===== config.mk =====
export PLATFORM = sky130hd
export DESIGN_NAME = game_ctrl_fsm
export DESIGN_NICKNAME = d
export VERILOG_FILES = /design/src/rtl/game_pkg.sv /design/src/rtl/edge_detect.sv /design/src/rtl/game_ctrl_fsm.sv
export SDC_FILE = /design/constraint.sdc
export NUM_CORES = 1
export LEC_CHECK = 0
export CORE_AREA = 10 10 47 49
export DETAILED_ROUTE_END_ITERATION = 16
export DIE_AREA = 0 0 57 59
export GPL_ROUTABILITY_DRIVEN = 1
export PLACE_DENSITY = 0.61
export SKIP_CTS_REPAIR_TIMING = 1
export SLEW_MARGIN = 20
export SYNTH_ARGS = -nofsm -noshare
export SYNTH_HDL_FRONTEND = slang
export SYNTH_SLANG_ARGS = --single-unit

===== constraint.sdc =====
create_clock -name clk -period 1.2 [get_ports clk]
set_clock_uncertainty 0.2 [all_clocks]
set_input_delay 0.24 -clock clk [delete_from_list [all_inputs] [get_ports clk]]
set_output_delay 0.24 -clock clk [all_outputs]
set_load 0.05 [all_outputs]

===== src/rtl/game_pkg.sv =====
// Shared state encoding and sizing helpers for the game flow controller.
package game_pkg;

  localparam int unsigned STATE_W = 2;

  typedef enum logic [STATE_W-1:0] {
    ST_SPLASH = 2'd0,
    ST_PLAY   = 2'd1,
    ST_END    = 2'd2,
    ST_PAUSE  = 2'd3
  } game_state_e;

  // Width of an index or counter that must hold values 0..n-1, never narrower than one bit.
  function automatic int unsigned idx_w(int unsigned n);
    return (n > 1) ? $clog2(n) : 1;
  endfunction

endpackage


===== src/rtl/edge_detect.sv =====
// Registered rising-edge detector for a debounced button level.
module edge_detect (
  input  logic clk,
  input  logic rst_n,
  input  logic in,
  output logic rise
);

  logic in_q;
  logic armed_q;

  // The first clock after reset only samples the input, so a button held through reset
  // release has to be let go and pressed again before it registers.
  always_ff @(posedge clk or negedge rst_n) begin
    if (!rst_n) begin
      in_q    <= 1'b0;
      armed_q <= 1'b0;
    end else begin
      in_q    <= in;
      armed_q <= 1'b1;
    end
  end

  assign rise = in & ~in_q & armed_q;

endmodule


===== src/rtl/game_ctrl_fsm.sv =====
// Game flow controller: SPLASH -> PLAY <-> PAUSE -> END, with win evaluation and END timeout.
module game_ctrl_fsm
  import game_pkg::*;
#(
  parameter int unsigned NUM_PLAYERS = 2,
  parameter int unsigned SCORE_W     = 3,
  parameter int unsigned WIN_SCORE   = 5,
  parameter int unsigned WIN_MARGIN  = 0,
  parameter int unsigned END_TIMEOUT = 0
) (
  input  logic                               clk,
  input  logic                               rst_n,
  input  logic                               start,
  input  logic                               restart,
  input  logic                               pause,
  input  logic [NUM_PLAYERS*SCORE_W-1:0]     scores,
  output logic [STATE_W-1:0]                 cur_state,
  output logic [idx_w(NUM_PLAYERS)-1:0]      winner,
  output logic                               tie,
  output logic                               state_entry
);

  localparam int unsigned WinW = idx_w(NUM_PLAYERS);
  localparam int unsigned CntW = idx_w(END_TIMEOUT);

  logic start_rise, restart_rise, pause_rise;

  edge_detect u_start_edge (
    .clk   (clk),
    .rst_n (rst_n),
    .in    (start),
    .rise  (start_rise)
  );

  edge_detect u_restart_edge (
    .clk   (clk),
    .rst_n (rst_n),
    .in    (restart),
    .rise  (restart_rise)
  );

  edge_detect u_pause_edge (
    .clk   (clk),
    .rst_n (rst_n),
    .in    (pause),
    .rise  (pause_rise)
  );

  // Win evaluation
  logic [SCORE_W-1:0]     score [NUM_PLAYERS];
  logic [NUM_PLAYERS-1:0] qualify;

  for (genvar i = 0; i < NUM_PLAYERS; i++) begin : g_win
    logic ok;

    assign score[i] = scores[i*SCORE_W +: SCORE_W];

    // Lead is taken in SCORE_W+1 bits and only when score_i >= score_j, so it never wraps.
    always_comb begin
      logic [SCORE_W:0] diff;
      diff = '0;
      ok   = (32'(score[i]) >= WIN_SCORE);
      if (WIN_MARGIN > 0) begin
        for (int j = 0; j < NUM_PLAYERS; j++) begin
          if (j != i) begin
            diff = {1'b0, score[i]} - {1'b0, score[j]};
            if ((score[i] < score[j]) || (32'(diff) < WIN_MARGIN)) begin
              ok = 1'b0;
            end
          end
        end
      end
    end

    assign qualify[i] = ok;
  end

  logic [WinW-1:0] win_idx;
  logic            any_win;
  logic            multi_win;

  always_comb begin
    win_idx = '0;
    for (int i = NUM_PLAYERS - 1; i >= 0; i--) begin
      if (qualify[i]) begin
        win_idx = WinW'(i);
      end
    end
    any_win   = |qualify;
    multi_win = |(qualify & (qualify - NUM_PLAYERS'(1)));
  end

  // State machine
  game_state_e     state_q, state_d;
  logic [WinW-1:0] winner_q, winner_d;
  logic            tie_q, tie_d;
  logic            entry_q, entry_d;
  logic [CntW-1:0] cnt_q, cnt_d;

  always_ff @(posedge clk or negedge rst_n) begin
    if (!rst_n) begin
      state_q  <= ST_SPLASH;
      winner_q <= '0;
      tie_q    <= 1'b0;
      entry_q  <= 1'b0;
      cnt_q    <= '0;
    end else begin
      state_q  <= state_d;
      winner_q <= winner_d;
      tie_q    <= tie_d;
      entry_q  <= entry_d;
      cnt_q    <= cnt_d;
    end
  end

  always_comb begin
    state_d  = state_q;
    winner_d = winner_q;
    tie_d    = tie_q;
    cnt_d    = cnt_q;

    case (state_q)
      ST_SPLASH: begin
        if (start_rise) begin
          state_d = ST_PLAY;
        end
      end
      ST_PLAY: begin
        if (restart_rise) begin
          state_d = ST_SPLASH;
        end else if (any_win) begin
          state_d  = ST_END;
          winner_d = win_idx;
          tie_d    = multi_win;
        end else if (pause_rise) begin
          state_d = ST_PAUSE;
        end
      end
      ST_PAUSE: begin
        if (restart_rise) begin
          state_d = ST_SPLASH;
        end else if (pause_rise) begin
          state_d = ST_PLAY;
        end
      end
      ST_END: begin
        if (restart_rise) begin
          state_d = ST_SPLASH;
        end else if ((END_TIMEOUT > 0) && (cnt_q == CntW'(END_TIMEOUT - 1))) begin
          state_d = ST_SPLASH;
        end else if (cnt_q != '1) begin
          cnt_d = cnt_q + CntW'(1);
        end
      end
      default: begin
        state_d = ST_SPLASH;
      end
    endcase

    if (state_d == ST_SPLASH) begin
      winner_d = '0;
      tie_d    = 1'b0;
    end
    if (state_d != ST_END || state_q != ST_END) begin
      cnt_d = '0;
    end
    entry_d = (state_d != state_q);
  end

  assign cur_state   = state_q;
  assign winner      = winner_q;
  assign tie         = tie_q;
  assign state_entry = entry_q;

endmodule


### Word level (Yosys, flattened, before mapping)

Cells that the tools add are included.

| storage, ports and cells | value |
|---|---|
| bits in registers | 9 |
| output and inout port bits | 5 |
| word-level logic and storage cells | 51 |

| operators by class | value |
|---|---|
| $add $sub $neg | 1 |
| magnitude comparators | 2 |
| equality and inequality tests | 5 |
| muxes and demuxes | 18 |
| bitwise operators | 10 |
| reduce and logical (&&, ||, !) cells | 7 |

Operators with widths:

| operator | count |
|---|---|
| 2-to-1 mux 2 bit | 7 |
| 2-to-1 mux 1 bit | 10 |
| one-hot mux 2 bit (4 select lines) | 1 |
| bitwise AND 1 bit | 6 |
| >= comparator 3 bit, second input constant | 2 |
| equality test 2 bit, second input constant | 2 |
| zero test 2 bit | 2 |
| nonzero test 2 bit | 2 |
| OR reduction 2 bit | 2 |
| NOT 1 bit | 3 |
| AND reduction 3 bit | 1 |
| bitwise AND 2 bit | 1 |
| equality test 2 x 1 -> 1 bit, second input constant | 1 |
| != test 2 x 1 -> 1 bit, second input constant | 1 |
| != test 2 bit | 1 |
| subtractor 2 x 1 -> 2 bit, second input constant | 1 |

### Logic depth before layout (Yosys ltp)

Gate-level depths: netlist of the first run.

| depth | value |
|---|---|
| depth after elaboration | 10 |
| mapped depth | 4 |
| depth with buffers taken out | 4 |

### Modules after synthesis

A second synthesis of the first run with hierarchy kept.

| unflattened totals | value |
|---|---|
| cells, all modules | 39 |
| area, all modules | 449.2 um^2 |

By module, submodules not included:

| module | instances | cells each | area an instance (um^2) | sequential area each (um^2) |
|---|---|---|---|---|
| game_ctrl_fsm | 1 | 27 | 261.5 | 125.1 |
| edge_detect | 3 | 4 | 62.6 | 50.0 |

### Worst setup path after synthesis of the first run

No wires, ideal clock.

| timing path | value |
|---|---|
| path type | reg-to-reg |
| from | register state_q[1], in the netlist cur_state[1] |
| to | register winner_q, in the netlist winner |
| library setup time | 0.086 ns |
| data arrival time | 1.242 ns |
| setup slack | -0.328 ns |
| stages on the path, launching flop included | 5 |
| path buffers | 0 |
| period minus slack after synthesis | 1.528 ns |
| cell sequence | dfrtp_1 nor2_2 nand4b_1 o21a_1 nor3_1 |

| between the ends | value |
|---|---|
| word-level cells in the longest chain between the ends | 7 |

Ends and longest elaborated chain:

| item | RTL line | text |
|---|---|---|
| start, declared | game_ctrl_fsm.sv:94 | `game_state_e state_q, state_d;` |
| start signal, assigned | game_ctrl_fsm.sv:108 | `state_q <= state_d;` |
| 2-to-1 mux 2 bit | game_ctrl_fsm.sv:135 | `end else if (pause_rise) begin` |
| 2-to-1 mux 2 bit | game_ctrl_fsm.sv:131 | `end else if (any_win) begin` |
| 2-to-1 mux 2 bit | game_ctrl_fsm.sv:129 | `if (restart_rise) begin` |
| one-hot mux 2 bit (4 select lines) | game_ctrl_fsm.sv:122 | `case (state_q)` |
| zero test 2 bit | game_ctrl_fsm.sv:160 | `if (state_d == ST_SPLASH) begin` |
| != test 2 x 1 -> 1 bit (no line) / nonzero test 2 bit (equally long branches) | n/a |  |
| AND reduction 3 bit (no line) | n/a |  |
| end signal, assigned | game_ctrl_fsm.sv:109 | `winner_q <= winner_d;` |
| end, declared | game_ctrl_fsm.sv:95 | `logic [WinW-1:0] winner_q, winner_d;` |

Parallel ways exist; a longest one is shown, timed or not.
A chain may end at the register's enable or synchronous reset.

### Final worst setup path of the first run

| timing path | value |
|---|---|
| from | register state_q[1], in the netlist cur_state[1] |
| to | output port cur_state[1] |

RTL lines:

| item | RTL line | text |
|---|---|---|
| end, declared | game_ctrl_fsm.sv:17 | `output logic [STATE_W-1:0] cur_state,` |

No word-level cell between the ends.

==> flow_summary.ini, run 1 <==
[floorplanning]
fp.dieH_um = 59
initial_core_util_pct = 28.8
dieArea_um2 = 3360
die_x_um = 57
rows = 14
io_pins = 16
core_area_um2 = 1400

[synthesis]
syn_area_um2 = 404
synth.area.top_cells = dfrtp_1 (56%), a21oi_1 (3.7%), o21ai_0 (3.7%), o21ai_1 (3.7%), nand3b_1 (3.7%)
ys_types = 20
avgSynthCellArea_um2 = 10.9
yosysTopAreaCell = dfrtp_1
ys_ff_latch = 9
syn_inst = 37
synth_top_flop_cell = dfrtp_1
syn_nets = 48
seq_area_frac_synth_pct = 55.7
synth_edf_count = 0
async_flop_share_pct = 100
synth_top_area_share_pct = 55.7
yosysWarnings = 0

[cells_and_area]
final_core_util_pct = 57.1
layout_common_cells = buf_4 (10), clkdlybuf4s50_1 (9), dfrtp_1 (7), buf_12 (5)
final_nets = 81
final_common_cell = buf_4
n_fill_cell = 128
insertedDiodeCount = 0
drive_gt1_share_pct = 47.8
syn_to_final_growth_pct = 98.1

[placement]
place_ws_ns = -0.476
dpl.hpwl_um = 820
gp_congestion = 0.738
numPortBuffers = 15

[clock_network]
cts_tree = built
cts.clk_slew.worst_paths_ns = 0.06
cts_buffer_depth = 2
cts_buffers = 3
cts_root_buf = clkbuf_4
cts.sinks = 9
htreeDepth = 1
worstSkewPairLatency_ns = 0.26

[grt]
grt_overflow = 0
grt_start_max_net_pins = 10
grt_pass1_vias = 409
antenna_found_initial = 0
grt_pass1_wl_um = 1750
gr-usage-all-layers_pct = 6.64

[detailed_routing]
drt-total-wl_um = 1090
drc = 0
via_count = 394
drtPass1Iterations = 1
via_per_inst = 4.64
drt_iter0_drc = 0
ant_nets = 0
wl_per_cell_um = 12.9

[setup_path]
worst-setup-path-type = flop to output pin
cp_max_fo = 6
worst-r2r-cell-count = 4
critical-path-max-stage-delay_ns = 0.45
startpoint_type = flop
slowest_stage = dfrtp_2
rrSetupSlack_ns = -0.15
r2r_end = tie
r2r-start = cur_state[1]
worst-path-buf-inv = 2
required_ns = 0.76
path_cells = buf_6 > buf_12
endpoint_kind = output pin
crit_family = flip-flops
crit_arrival_ns = 0.98

[power_and_ir_drop]
peakVddDrop_mv = 0.751
power_leakage_nw = 0.343
power.total_mw = 1.40
power_density_nw_per_um2 = 1740

[outcome]
status = finished with violations
violations = negative setup slack

[sta]
rsz0062_at_grt = yes
setup_viol = 10
drv_slew = 0
hold_viol = 0
fin_crit_ns = 1.42
fmax_ghz = 0.706
min_period_over_period_pct = 118
finalWorstSetupSlack_ns = -0.216

[job]
drv_cap = 0

[min_path]
min_path_type = input port to asynchronous set/reset pin
==> final cells by class <==
cell class | instances | area (um^2) | share of cell area, %
multi-input combinational | 27 | 213 | 26.6
tap | 16 | 20.0 | 2.50
inverter | 1 | 3.75 | 0.469
sequential | 9 | 228 | 28.4
timing repair buffer | 28 | 310 | 38.8
clock buffer | 4 | 26.3 | 3.28
==> registers in the layout, indices dropped and copies added (netlist names) <==
name and flops:
cur_state 2, tie 1, u_start_edge.in_q 1, u_pause_edge.in_q 1, u_restart_edge.in_q 1, u_pause_edge.armed_q 1
winner 1, state_entry 1
==> cell usage after synthesis (2+ instances only) <==
cell and number:
o21ai_1 3, o21ai_0 3, nand3b_1 2, a21oi_1 3, nand2_1 3, dfrtp_1 9
==> per-layer routing <==
layer / wire length (um) / track usage [%] / vias up
met1: 484 / 7.21 / 179
met5: 0 / 0 / -
met4: 15 / 3.02 / 0
met3: 86 / 3.43 / 2
li1: - / - / 196
met2: 506 / 10.5 / 17
==> kinds of logic after synthesis <==
kind of cell           Yosys count  synth area share (%)
and+or+nand+nor                 14                  25.1
AOI/OAI and AO/OA               12                  17.3
DFF                              9                  55.7
buffers and inverters            1                 0.928
other                            1                 0.928
==> how the worst max path moves through the flow <==
stage                             from  cells after the start            to
final                     cur_state[1]                      2  cur_state[1]
after global routing      cur_state[1]                      2  cur_state[1]
after CTS                 cur_state[1]                      2  cur_state[1]
after detailed placement       restart                      5           tie
after global placement         restart                      5           tie
after floorplan           cur_state[1]                      3        winner
==> stage by stage <==
step / hold WS [ns] / setup TNS, ns / instance area [um^2] / std cells
3_5_place_dp: 0.334 / -2.08 / 687 / 76
6_report: 0.0574 / -1.16 / 801 / 85
2_1_floorplan: -0.256 / -0.320 / 407 / 37
5_1_grt: 0.0625 / -1.61 / 801 / 85
3_3_place_gp: 0.333 / -1.98 / 687 / 76
4_1_cts: 0.0542 / -1.46 / 713 / 80
==> worst reg2reg max path, cell delays in order, from the launching register on <==
cell      delay [ns]
dfrtp_2         0.45
buf_4           0.16
nor4b_4         0.28
nand2b_1        0.08
a21oi_1         0.12
==> power by group <==
group	switching [mW]	internal, mW	total (mW)	leakage [nW]
Clock	0.101	0.128	0.228	0.0150
Sequential	0.0694	0.357	0.426	0.111
Combinational	0.329	0.413	0.742	0.218
Power figures use the tool's default switching activity.
==> run 2, diff against run 1 <==
--- a/config.mk
+++ b/config.mk
@@ -9,9 +9,10 @@
 export DETAILED_ROUTE_END_ITERATION = 16
 export DIE_AREA = 0 0 57 59
 export GPL_ROUTABILITY_DRIVEN = 1
-export PLACE_DENSITY = 0.61
+export PLACE_DENSITY = 0.64
 export SKIP_CTS_REPAIR_TIMING = 1
 export SLEW_MARGIN = 20
 export SYNTH_ARGS = -nofsm -noshare
 export SYNTH_HDL_FRONTEND = slang
+export SYNTH_HIERARCHICAL = 1
 export SYNTH_SLANG_ARGS = --single-unit
==> flow_summary.ini, run 2 <==
[grt]
grt_overflow = 0
gr-usage-all-layers_pct = 6.46
grt_pass1_vias = 421
antenna_found_initial = 0
grt_pass1_wl_um = 1710
grt_start_max_net_pins = 12

[setup_path]
worst-path-buf-inv = 0
r2r-start = u_restart_edge/armed_q
cp_max_fo = 5
endpoint_kind = flop
worst-r2r-cell-count = 4
required_ns = 1.15
startpoint_type = flop
slowest_stage = or3b_4
rrSetupSlack_ns = -0.39
critical-path-max-stage-delay_ns = 0.42
crit_arrival_ns = 1.55
worst-setup-path-type = flop to flop
r2r_end = tie
path_cells = and3b_1 > or3b_4 > a21o_1 > a31o_1
crit_family = simple AND/OR/NAND/NOR gates

[synthesis]
syn_nets = 50
synth.area.top_cells = dfrtp_1 (61%), and3b_1 (5.8%), o21ai_0 (5.6%), conb_1 (2.5%), o221a_2 (2.5%)
syn_area_um2 = 449
synth_top_flop_cell = dfrtp_1
seq_area_frac_synth_pct = 61.3
yosysWarnings = 6
async_flop_share_pct = 100
ys_ff_latch = 11
ys_types = 18
synth_edf_count = 0
synth_most_common_cell = dfrtp_1
synthTopCellsByCount = dfrtp_1 (11), o21ai_0 (5), and3b_1 (3), conb_1 (3)
syn_inst = 39
yosysTopAreaCell = dfrtp_1
avgSynthCellArea_um2 = 11.5
synth_top_area_share_pct = 61.3

[cells_and_area]
syn_to_final_growth_pct = 85.2
insertedDiodeCount = 0
n_fill_cell = 133
design_area_um2 = 832
drive_gt1_share_pct = 40.8
multi_input_area_um2 = 180
final_common_cell = dfrtp_1
stdcell_count = 87
final_nets = 83
layout_common_cells = dfrtp_1 (9), clkdlybuf4s50_1 (8), buf_4 (8), buf_12 (5), buf_6 (4)
seq_area_um2 = 278
largest_reg_flops = 2
final_core_util_pct = 59.4

[floorplanning]
initial_core_util_pct = 32.1
core_area_um2 = 1400
die_x_um = 57
rows = 14
dieArea_um2 = 3360
io_pins = 16
fp.dieH_um = 59

[detailed_routing]
drt-total-wl_um = 1100
ant_nets = 0
wl_per_cell_um = 12.6
via_count = 398
drc = 0
drt_iter0_drc = 7
drtPass1Iterations = 3
via_per_inst = 4.57

[clock_network]
cts.sinks = 11
worstSkewPairLatency_ns = 0.26
cts_tree = built
cts_buffer_depth = 2
cts_root_buf = clkbuf_4
cts_buffers = 3
cts.clk_slew.worst_paths_ns = 0.07
htreeDepth = 1

[sta]
fin_setup_tns_ns = -2.00
min_period_over_period_pct = 133
setup_viol = 10
holdWs_ns = -0.0688
fin_crit_ns = 1.59
hold_viol = 1
rsz0062_at_grt = yes
fmax_ghz = 0.628
drv_slew = 0
finalWorstSetupSlack_ns = -0.393

[power_and_ir_drop]
power.switching_mw = 0.497
peakVddDrop_mv = 1.01
power_density_nw_per_um2 = 1790
power_frac_seq_pct = 32.7
p_int_mw = 0.994
clock_power_share_pct = 16.3
p_sw_share_pct = 33.3
power_leakage_nw = 0.396
power.total_mw = 1.49
comb_power_share_pct = 51.0

[min_path]
min_path_type = input port to flop
hold_start = restart
worst_hold_path.num_cells = 1
min_to = u_restart_edge/in_q

[outcome]
violations = negative hold slack, negative setup slack
status = finished with violations

[placement]
place_ws_ns = -0.746
numPortBuffers = 15
dpl.hpwl_um = 812
dp.cells = 79
placedInstanceArea_um2 = 739
gp_congestion = 0.772

[job]
drv_cap = 0
==> run 2: worst max path at each step <==
stage	startpoint	end	slack, ns	cells past startpoint
detailed placement	restart	tie	-0.75	5
finish	u_restart_edge/armed_q	tie	-0.39	4
floorplan	cur_state[0]	tie	-0.43	3
global placement	restart	tie	-0.73	5
CTS	restart	tie	-0.47	5
global route	u_restart_edge/armed_q	tie	-0.44	4
==> run 2: area by class of cell <==
cell class,count,area share [%]
Timing Repair Buffer,28,38.5
Inverter,2,0.902
Tap cell,16,2.41
Sequential cell,11,33.4
Multi-Input combinational cell,26,21.7
Clock buffer,4,3.16
==> run 2: metal layers <==
layer | track usage, % | wire length [um] | up-vias
li1 | - | - | 201
met1 | 7.07 | 511 | 183
met2 | 9.77 | 513 | 12
met3 | 2.58 | 61 | 2
met4 | 5.03 | 10 | 0
met5 | 0 | 0 | -
==> run 2: power groups by stage <==
stage                     registers [mW]  logic, mW  clock network [mW]
after CTS                          0.479      0.663               0.252
final                              0.488      0.761               0.243
after detailed placement           0.488      0.662                   0
after global routing               0.499      0.803               0.280
after floorplan                    0.638      0.127                   0
after global placement             0.486      0.658                   0
==> run 2: worst reg2reg max path, stage by stage (launching register included) <==
cell	delay (ns)
dfrtp_1	0.35
and3b_1	0.18
or3b_4	0.42
a21o_1	0.17
a31o_1	0.16
==> run 2: logic make-up after synthesis <==
kind of cell	synth area share, %
AO/OA/AOI/OAI	18.1
flip-flops	61.3
AND/OR/NAND/NOR	16.4
other	2.51
buffers and inverters	1.67
==> run 3, diff against run 2 <==
==> constraint.sdc (replaced) <==
create_clock -name clk -period 1.2 [get_ports clk]
set_clock_uncertainty 0.2 [all_clocks]
set_input_delay 0.24 -clock clk [delete_from_list [all_inputs] [get_ports clk]]
set_output_delay 0.24 -clock clk [all_outputs]
set_load 0.005 [all_outputs]
==> flow_summary.ini, run 3 (synthesized netlist as in run 2, its figures left out) <==
[placement]
gp_congestion = 0.809
dp.cells = 79
placedInstanceArea_um2 = 691
numPortBuffers = 15
place_ws_ns = -0.765
dpl.hpwl_um = 837

[floorplanning]
die_x_um = 57
dieArea_um2 = 3360
fp.dieH_um = 59
io_pins = 16
initial_core_util_pct = 32.1
core_area_um2 = 1400
rows = 14

[clock_network]
cts.sinks = 11
cts_root_buf = clkbuf_4
htreeDepth = 1
cts_tree = built
cts_buffers = 3
cts_buffer_depth = 2
worstSkewPairLatency_ns = 0.27
cts.clk_slew.worst_paths_ns = 0.07

[cells_and_area]
multi_input_area_um2 = 188
final_core_util_pct = 55.8
drive_gt1_share_pct = 43.2
final_nets = 86
n_fill_cell = 135
insertedDiodeCount = 0
design_area_um2 = 782
final_common_cell = buf_4
seq_area_um2 = 275
syn_to_final_growth_pct = 74.1
stdcell_count = 90
layout_common_cells = buf_4 (13), dfrtp_1 (11), clkdlybuf4s50_1 (8), clkbuf_2 (4)
largest_reg_flops = 2

[setup_path]
worst-setup-path-type = flop to flop
required_ns = 1.16
slowest_stage = or3b_4
r2r-start = u_restart_edge/armed_q
critPathLaunch = u_restart_edge/armed_q
worst-path-buf-inv = 0
endpoint_kind = flop
startpoint_type = flop
path_cells = and3b_1 > or3b_4 > a21o_1 > a31o_1
crit_family = simple AND/OR/NAND/NOR gates
critical-path-max-stage-delay_ns = 0.40
crit_arrival_ns = 1.54
cp_max_fo = 5

[power_and_ir_drop]
comb_power_share_pct = 41.1
peakVddDrop_mv = 0.943
p_int_mw = 0.861
power_frac_seq_pct = 37.6
power_density_nw_per_um2 = 1520
p_sw_share_pct = 27.6
power.switching_mw = 0.328
power_leakage_nw = 0.394
clock_power_share_pct = 21.3

[detailed_routing]
via_per_inst = 4.77
ant_nets = 0
drtPass1Iterations = 4
routed-wl-met3_um = 69
wl_per_cell_um = 12.7
via_count = 429
met2_length_um = 587
wl_met1_um = 474
drt-total-wl_um = 1150
drt_iter0_drc = 12
top_layer = met4
drc = 0

[sta]
fin_crit_ns = 1.59
rsz0062_at_grt = yes
finalWorstSetupSlack_ns = -0.385
drv_slew = 0
fmax_ghz = 0.631
setup_viol = 7
hold_viol = 0
holdWs_ns = 0.0580
min_period_over_period_pct = 132

[min_path]
min_path_type = input port to asynchronous set/reset pin

[grt]
grt_start_max_net_pins = 12
gr-usage-all-layers_pct = 6.16
grt_overflow = 0
grt_pass1_wl_um = 1620
antenna_found_initial = 0
grt_pass1_vias = 379

[outcome]
violations = negative setup slack
status = finished with violations

[job]
drv_cap = 0
run 3: final timing paths:
| kind | endpoint | slack (ns) | depth (start not counted) |
|---|---|---|---|
| worst min register to register | tie | 0.32 | 1 |
| worst max register to register | tie | -0.39 | 4 |
| max in group asynchronous | u_restart_edge/in_q | 0.59 | 2 |
| min in group clk | u_pause_edge/in_q | 0.24 | 1 |
| worst min-delay path | state_entry | 0.06 | 2 |
| worst max-delay path | tie | -0.39 | 4 |
run 3: power by group through the flow:
stage                     clock (mW)  sequential (mW)  combinational, mW
after detailed placement           0            0.472              0.399
after global routing           0.277            0.452              0.535
final                          0.254            0.447              0.488
after CTS                      0.252            0.463              0.400
after floorplan                    0            0.480              0.140
after global placement             0            0.471              0.394
run 3: per-stage QoR:
stage / total power [mW] / setup TNS, ns
2_1_floorplan: 0.620 / -1.18
4_1_cts: 1.11 / -3.81
6_report: 1.19 / -1.54
5_1_grt: 1.26 / -1.89
3_3_place_gp: 0.865 / -3.68
3_5_place_dp: 0.871 / -3.75
run 3: layer usage:
layer / track usage [%] / vias to the layer above
met5: 0 / -
met4: 4.03 / 0
met3: 3.00 / 4
met2: 9.30 / 13
met1: 6.72 / 208
li1: - / 204
run 3: worst reg2reg max path, cell delays in order (launching register included):
cell	delay (ns)
dfrtp_1	0.36
and3b_1	0.19
or3b_4	0.40
a21o_1	0.17
a31o_1	0.17
run 3: final cells by class:
type | count | area share [%]
repair buffers | 31 | 33.9
flip-flops and latches | 11 | 35.2
inverters | 2 | 0.960
multi-input cells | 26 | 24.0
clock buffers | 4 | 3.36
well taps | 16 | 2.56
